==> src/rtl/seg_pkg.sv <==
// Shared constants and the hex-to-seven-segment table for the display scan path.
package seg_pkg;

  localparam int         NUM_DIGITS = 8;
  localparam logic [6:0] SEG_BLANK  = 7'h7F;

  typedef struct packed {
    logic [31:0] digits;
    logic [7:0]  dp;
    logic [7:0]  blank;
  } disp_buf_t;

  localparam disp_buf_t DISP_DARK = '{digits: 32'h0, dp: 8'h00, blank: 8'hFF};

  // Active-low {G,F,E,D,C,B,A}
  function automatic logic [6:0] hex7(input logic [3:0] nib);
    logic [6:0] s;
    case (nib)
      4'h0: s = 7'b1000000;
      4'h1: s = 7'b1111001;
      4'h2: s = 7'b0100100;
      4'h3: s = 7'b0110000;
      4'h4: s = 7'b0011001;
      4'h5: s = 7'b0010010;
      4'h6: s = 7'b0000010;
      4'h7: s = 7'b1111000;
      4'h8: s = 7'b0000000;
      4'h9: s = 7'b0010000;
      4'hA: s = 7'b0001000;
      4'hB: s = 7'b0000011;
      4'hC: s = 7'b1000110;
      4'hD: s = 7'b0100001;
      4'hE: s = 7'b0000110;
      default: s = 7'b0001110;
    endcase
    return s;
  endfunction

endpackage

==> src/rtl/hex7seg_dec.sv <==
// Combinational 4-bit hex digit to active-low seven-segment pattern.
module hex7seg_dec
  import seg_pkg::*;
(
  input  logic [3:0] nibble,
  output logic [6:0] seg
);

  always_comb begin
    seg = hex7(nibble);
  end

endmodule

==> src/rtl/seg_scan_ctrl.sv <==
// Eight-digit seven-segment scan controller with frame-aligned double buffering
// of display data and registered cathode outputs aligned with the anode select.
module seg_scan_ctrl
  import seg_pkg::*;
#(
  parameter int DIGIT_TICKS = 100_000
) (
  input  logic        CLK100MHZ,
  input  logic        reset,
  input  logic [31:0] digits_in,
  input  logic [7:0]  dp_in,
  input  logic [7:0]  blank_in,
  input  logic        load,
  output logic        pending,
  output logic [2:0]  rr,
  output logic [6:0]  seg,
  output logic        DP,
  output logic        frame_start
);

  localparam int              CNT_W    = $clog2(DIGIT_TICKS);
  localparam logic [CNT_W-1:0] CNT_LAST = CNT_W'(DIGIT_TICKS - 1);
  localparam logic [2:0]       RR_LAST  = 3'(NUM_DIGITS - 1);

  logic [CNT_W-1:0] cnt;
  logic             tick;
  logic             boundary;
  disp_buf_t        active;
  disp_buf_t        shadow;
  disp_buf_t        load_buf;
  logic [31:0]      digits_shifted;
  logic [3:0]       cur_nibble;
  logic [2:0]       bit_idx;
  logic             cur_blank;
  logic             cur_dp;
  logic [6:0]       dec_seg;

  assign tick     = (cnt == CNT_LAST);
  assign boundary = tick && (rr == RR_LAST);
  assign load_buf = '{digits: digits_in, dp: dp_in, blank: blank_in};

  // Digit 0 lives in the top nibble while its dp/blank flags live in bit 7.
  assign digits_shifted = active.digits << {rr, 2'b00};
  assign cur_nibble     = digits_shifted[31:28];
  assign bit_idx        = RR_LAST - rr;
  assign cur_blank      = active.blank[bit_idx];
  assign cur_dp         = active.dp[bit_idx];

  hex7seg_dec u_dec (
    .nibble (cur_nibble),
    .seg    (dec_seg)
  );

  always_ff @(posedge CLK100MHZ) begin
    if (reset) begin
      cnt         <= '0;
      rr          <= '0;
      frame_start <= 1'b0;
    end else begin
      cnt         <= tick ? '0 : cnt + CNT_W'(1);
      rr          <= tick ? rr + 3'd1 : rr;
      frame_start <= boundary;
    end
  end

  // A load coinciding with the boundary bypasses the shadow so it is never lost or delayed a frame.
  always_ff @(posedge CLK100MHZ) begin
    if (reset) begin
      active  <= DISP_DARK;
      shadow  <= DISP_DARK;
      pending <= 1'b0;
    end else if (load) begin
      shadow <= load_buf;
      if (boundary) begin
        active  <= load_buf;
        pending <= 1'b0;
      end else begin
        pending <= 1'b1;
      end
    end else if (boundary && pending) begin
      active  <= shadow;
      pending <= 1'b0;
    end
  end

  always_ff @(posedge CLK100MHZ) begin
    if (reset) begin
      seg <= SEG_BLANK;
      DP  <= 1'b1;
    end else if (cur_blank) begin
      seg <= SEG_BLANK;
      DP  <= 1'b1;
    end else begin
      seg <= dec_seg;
      DP  <= ~cur_dp;
    end
  end

endmodule
==> config.mk <==
export PLATFORM = sky130hd
export DESIGN_NAME = seg_scan_ctrl
export DESIGN_NICKNAME = d
export VERILOG_FILES = /design/src/rtl/seg_pkg.sv /design/src/rtl/hex7seg_dec.sv /design/src/rtl/seg_scan_ctrl.sv
export SDC_FILE = /design/constraint.sdc
export NUM_CORES = 1
export LEC_CHECK = 0
export ABC_AREA = 0
export BUFFER_PORTS_ARGS = -buffer_cell sky130_fd_sc_hd__clkbuf_2
export CAP_MARGIN = 20
export CORE_AREA = 10 10 102 104
export DETAILED_ROUTE_END_ITERATION = 8
export DIE_AREA = 0 0 112 114
export GPL_ROUTABILITY_DRIVEN = 0
export PLACE_DENSITY = 0.83
export SYNTH_ARGS = -nofsm -noshare
export SYNTH_HDL_FRONTEND = slang
export SYNTH_SLANG_ARGS = --single-unit
==> constraint.sdc <==
create_clock -name CLK100MHZ -period 3.5 [get_ports CLK100MHZ]
set_input_delay 1.05 -clock CLK100MHZ [delete_from_list [all_inputs] [get_ports CLK100MHZ]]
set_output_delay 1.05 -clock CLK100MHZ [all_outputs]
set_load 0.02 [all_outputs]
==> results of run 1 <==
## area by class of cell
class | count | area (um^2)
clock inverters | 14 | 169
inverters | 6 | 22.5
multi-input cells | 328 | 2350
flip-flops and latches | 126 | 2520
well taps | 108 | 135
fillers | 566 | 2470
repair buffers | 69 | 373
clock buffers | 18 | 418
## flip-flops by register name (all words and copies together) (netlist names)
name	flops
DP	1
cnt	17
active	48
pending	1
frame_start	1
shadow	48
rr	3
seg	7
## power by group through the flow
stage	registers [mW]	logic, mW	clock network (mW)
finish	1.48	0.145	1.74
global route	1.49	0.161	1.81
CTS	1.48	0.146	1.74
detailed placement	1.51	0.143	0
global placement	1.51	0.139	0
floorplan	1.51	0.0924	0
## path summary, 6_finish.rpt
check | slack, ns | from | end
min reg2reg | 0.45 | cnt[0]$_SDFF_PP0_ | cnt[0]$_SDFF_PP0_
max | 0.75 | rr[0]$_SDFFE_PP0P_ | rr[0]
min | 0.45 | cnt[0]$_SDFF_PP0_ | cnt[0]$_SDFF_PP0_
max reg2reg | 0.98 | rr[0]$_SDFFE_PP0P_ | active[40]$_SDFFE_PP0P_
## layout by cell type (no fill, tap or decap), types with 3 or more instances in the layout
master,netlist,layout
buf_4,2,5
mux4_2,10,10
nor4_1,3,3
nand3_1,8,8
ha_1,8,8
xor2_1,9,9
nand2b_1,9,9
clkbuf_2,0,62
nor2b_1,3,3
a211o_1,8,8
bufinv_16,0,3
inv_1,6,6
mux2_2,4,4
xnor2_1,7,7
clkbuf_16,0,16
mux2i_1,54,54
clkinvlp_4,0,5
o221ai_1,4,4
a21oi_1,6,6
nor2_1,114,114
dfxtp_1,126,126
clkinv_2,0,3
nand2_1,15,15
a211oi_1,41,41
## per-layer routing
metal  up-vias  share of wire  global-route usage
met4         0          0.023              0.0787
li1       1839              -                   -
met3        25          0.060              0.0514
met1      1746           0.41               0.204
met2       119           0.51               0.295
met5         -              0                   0
## worst reg2reg max path: cells and delay by family (launching register included)
kind / cells / cell delay, ns
adders and majority gates: 2 / 0.36
buffers and inverters: 2 / 0.71
DFF: 1 / 0.69
AOI/OAI and AO/OA: 2 / 0.42
and+or+nand+nor: 2 / 0.25
## stage by stage
stage	instances	power (mW)
floorplan	494	1.60
global placement	637	1.65
detailed placement	637	1.66
CTS	669	3.37
global route	669	3.45
finish	669	3.36
## cell families after synthesis
logic type / share of synthesized area
AND/OR/NAND/NOR: 0.145
flip-flops: 0.498
AO/OA/AOI/OAI: 0.107
multiplexers: 0.165
buffers and inverters: 0.0378
XOR/XNOR: 0.0277
adder cells (fa/ha/maj): 0.0198
==> run metrics, run 1 <==
Area growth syn-to-layout=18.4%; Synth Instances=around 500; initial antenna violation count=0; fin nets=607; Post-synth top cells=dfxtp_1, nor2_1, mux2i_1; crit-path max cell delay=0.69 ns; Vias=3729; combinational group share of total power=0.043; Slew @ Worst Pin=0.811 ns; Avg WL per Cell=16.7 um; chip width=112 um; sequential share of the synthesized area=0.498; layout cells sized above 1=0.217; H-tree depth=4; Remaining DRCs=0; crit start category=flop; Row Count=34; number of I/O port buffers=63; CP Cell Sequence=buf_4 > clkbuf_2; number of post-CTS setup repair buffers=0; count leader, synth=dfxtp_1; Synth async-reset ratio=0; Clock transition at path regs=0.06 ns; DIE AREA=12800 um^2; root buf cell=clkbuf_8; final core occ=0.708; Bufs on Longest Clock Path=2; top cell type's share of synthesized area=0.498; Net Switching=749 uW; first-pass GRT wire length=roughly 19000 um; number of global-route vias before repair=3774; Hold Crit Depth=1; status=finished clean; syn avg cell area=10.3 um^2; Initial Util=0.598; clk sinks=126; syn nets=around 550; Final Hold Viols=0; FF+latch count, synth=126; cell family with most CP delay=flip-flops; Buffers & Inverters on Critical Path=2; RSZ-0062 raised after global routing=false; Fin Hold WS=0.449 ns; Worst Clk Skew=0.00775 ns; Sum Neg Setup Slack=0 ns; Worst EP arrival=1.70 ns; worst setup path category=flop to output pin; maximum vdd drop=about 0.4 mV; synthesized cell area=5060 um^2; drt first-iter violations=178; Die H=114 um; Ant. Diodes=0; vias per cell=5.57; Max-slew headroom=0.459; Place WS=1.04 ns; Clock Latency Late Sink=0.52 ns; final worst slack=0.748 ns; Cell variety after synth=44; Cell Int Power=2.62 mW; Final Critical Period=around 2.8 ns; Num CTS Buffers=17; Sw Ratio=0.223; number of enable flip-flop cells after synthesis=0; worst hold path class=flop to flop; Post-CTS Resized=0; Primary FF master, synth=dfxtp_1; largest net degree at the start of global routing=85; Final setup violation count=0; total gr overflow=0; DRT antenna net count=0; Slew Viols, Final=0; cell accounting for the most synthesized area=dfxtp_1; final wirelength=11200 um; Pre-antenna DRT Iters=5; Finished Cell Area=roughly 6000 um^2; clock power share=0.516; Max Fclk=0.363 GHz; Worst path slowest cell=dfxtp_1; CP Max Fanout=11; Levels on crit path=2; post-placement cell area=5410 um^2; Yosys warnings=0; Crit. End Element=output pin; number of max-cap violations=0; Leakage=2.41 nW; dominant cells by area after synthesis=dfxtp_1, mux2i_1, nor2_1; Worst Path Required=2.45 ns; Ports=64; Reg2Reg Depth=8; DP HPWL=7150 um; Pwr Density=561 nW/um^2; Reg power frac=0.441; Tot GR Track Use=0.176; CTS tree=built; core area=8470 um^2; fin crit share=0.786; hold_buf cts=0
Note: power is estimated with default switching activity, not from simulation.
==> inputs of run 2 (changes only) <==
Settings changed: CORE_AREA 10 10 102 104 to 10 10 106 108, DIE_AREA 0 0 112 114 to 0 0 116 118, PLACE_DENSITY 0.83 to 0.77.
Clock period 3.5 ns to 2.7 ns, I/O delays scaled along.
==> run metrics, run 2 (synthesized netlist as in run 1, its figures left out) <==
number of post-CTS setup repair buffers=0; DP HPWL=roughly 7600 um; Slew Viols, Final=0; Max-slew headroom=0.579; Worst Clk Skew=0.00496 ns; hold_buf cts=0; most frequent cells in the layout=dfxtp_1, nor2_1, clkbuf_2; Clock Latency Late Sink=around 0.5 ns; Buffers & Inverters on Critical Path=2; biggest regs=active x48, shadow x48, cnt x17; maximum vdd drop=0.593 mV; Initial Util=0.556; drt first-iter violations=173; total gr overflow=0; DRT antenna net count=0; Pre-antenna DRT Iters=5; Slew @ Worst Pin=0.629 ns; Fin Hold WS=0.455 ns; Bufs on Longest Clock Path=2; status=finished clean; Row Count=35; first-pass GRT wire length=18300 um; Seq. cell area=2520 um^2; fin crit share=0.898; Tot GR Track Use=0.165; Remaining DRCs=0; Worst path slowest cell=dfxtp_1; CTS tree=built; Avg WL per Cell=roughly 16 um; Num CTS Buffers=17; RSZ-0062 raised after global routing=false; area of the multi-input gates=2350 um^2; Max Fclk=0.412 GHz; final wirelength=10900 um; chip width=116 um; DIE AREA=13700 um^2; Crit. End Element=output pin; fillers=~720; Leakage=2.44 nW; Final setup violation count=0; worst hold path class=flop to flop; clk sinks=126; Worst EP arrival=approximately 1.6 ns; cell family with most CP delay=flip-flops; Ant. Diodes=0; Area growth syn-to-layout=19.2%; CP Max Fanout=10; Ports=64; Final Hold Viols=0; Clock transition at path regs=around 0.060 ns; crit start category=flop; core area=9110 um^2; commonest non-fill, non-tap cell in the layout=dfxtp_1; number of I/O port buffers=63; vias per cell=around 5.5; fin nets=609; largest net degree at the start of global routing=82; Sum Neg Setup Slack=0 ns; H-tree depth=4; Worst Path Required=1.89 ns; worst setup path category=flop to output pin; initial antenna violation count=0; Pwr Density=~720 nW/um^2; Post-CTS Resized=0; Final Critical Period=about 2.4 ns; crit-path max cell delay=0.64 ns; root buf cell=clkbuf_8; CP Cell Sequence=buf_4 > clkbuf_2; Vias=3690; layout cells sized above 1=0.222; total power=4.34 mW; number of max-cap violations=0; Die H=around 120 um; number of global-route vias before repair=3760; final core occ=0.663
## run 2: layout make-up
class                   instances  area share
flip-flops and latches        126       0.418
well taps                     111      0.0230
multi-input cells             328       0.390
clock inverters                11      0.0215
repair buffers                 71      0.0663
clock buffers                  21      0.0777
inverters                       6     0.00373
## run 2: where the power goes
part	switching [mW]	total (mW)	internal [mW]
combinational	0.106	0.188	0.0815
clock	0.815	2.23	1.42
sequential	0.0149	1.92	1.91
total	0.936	4.34	3.41
## run 2: path summary, 6_finish.rpt
| path | from | endpoint | cells past startpoint | slack (ns) |
|---|---|---|---|---|
| setup / recovery | rr[0]$_SDFFE_PP0P_ | rr[0] | 2 | 0.27 |
| hold / removal | cnt[0]$_SDFF_PP0_ | cnt[0]$_SDFF_PP0_ | 1 | 0.46 |
| setup reg to reg | rr[0]$_SDFFE_PP0P_ | seg[4]$_SDFF_PP1_ | 6 | 0.31 |
| hold reg to reg | cnt[0]$_SDFF_PP0_ | cnt[0]$_SDFF_PP0_ | 1 | 0.46 |
## run 2: stage by stage
step / area [um^2] / worst slack [ns] / instances
after floorplan: 5060 / 0.381 / 494
after detailed placement: 5440 / 0.378 / 642
after CTS: 6040 / 0.246 / 674
after global routing: 6040 / 0.174 / 674
final: 6040 / 0.274 / 674
after global placement: 5440 / 0.486 / 642
## run 2: worst reg2reg max path, cell delays in order (launching register included)
cell and delay (ns):
dfxtp_1 0.64, mux4_2 0.58, mux2_2 0.33, inv_1 0.13, ha_1 0.25, mux2i_1 0.12
o221ai_1 0.24
## run 2: per-layer routing
metal	track usage	share of wire
met1	0.193	0.42
met2	0.277	0.51
met3	0.0479	0.053
met4	0.0571	0.016
met5	0	0
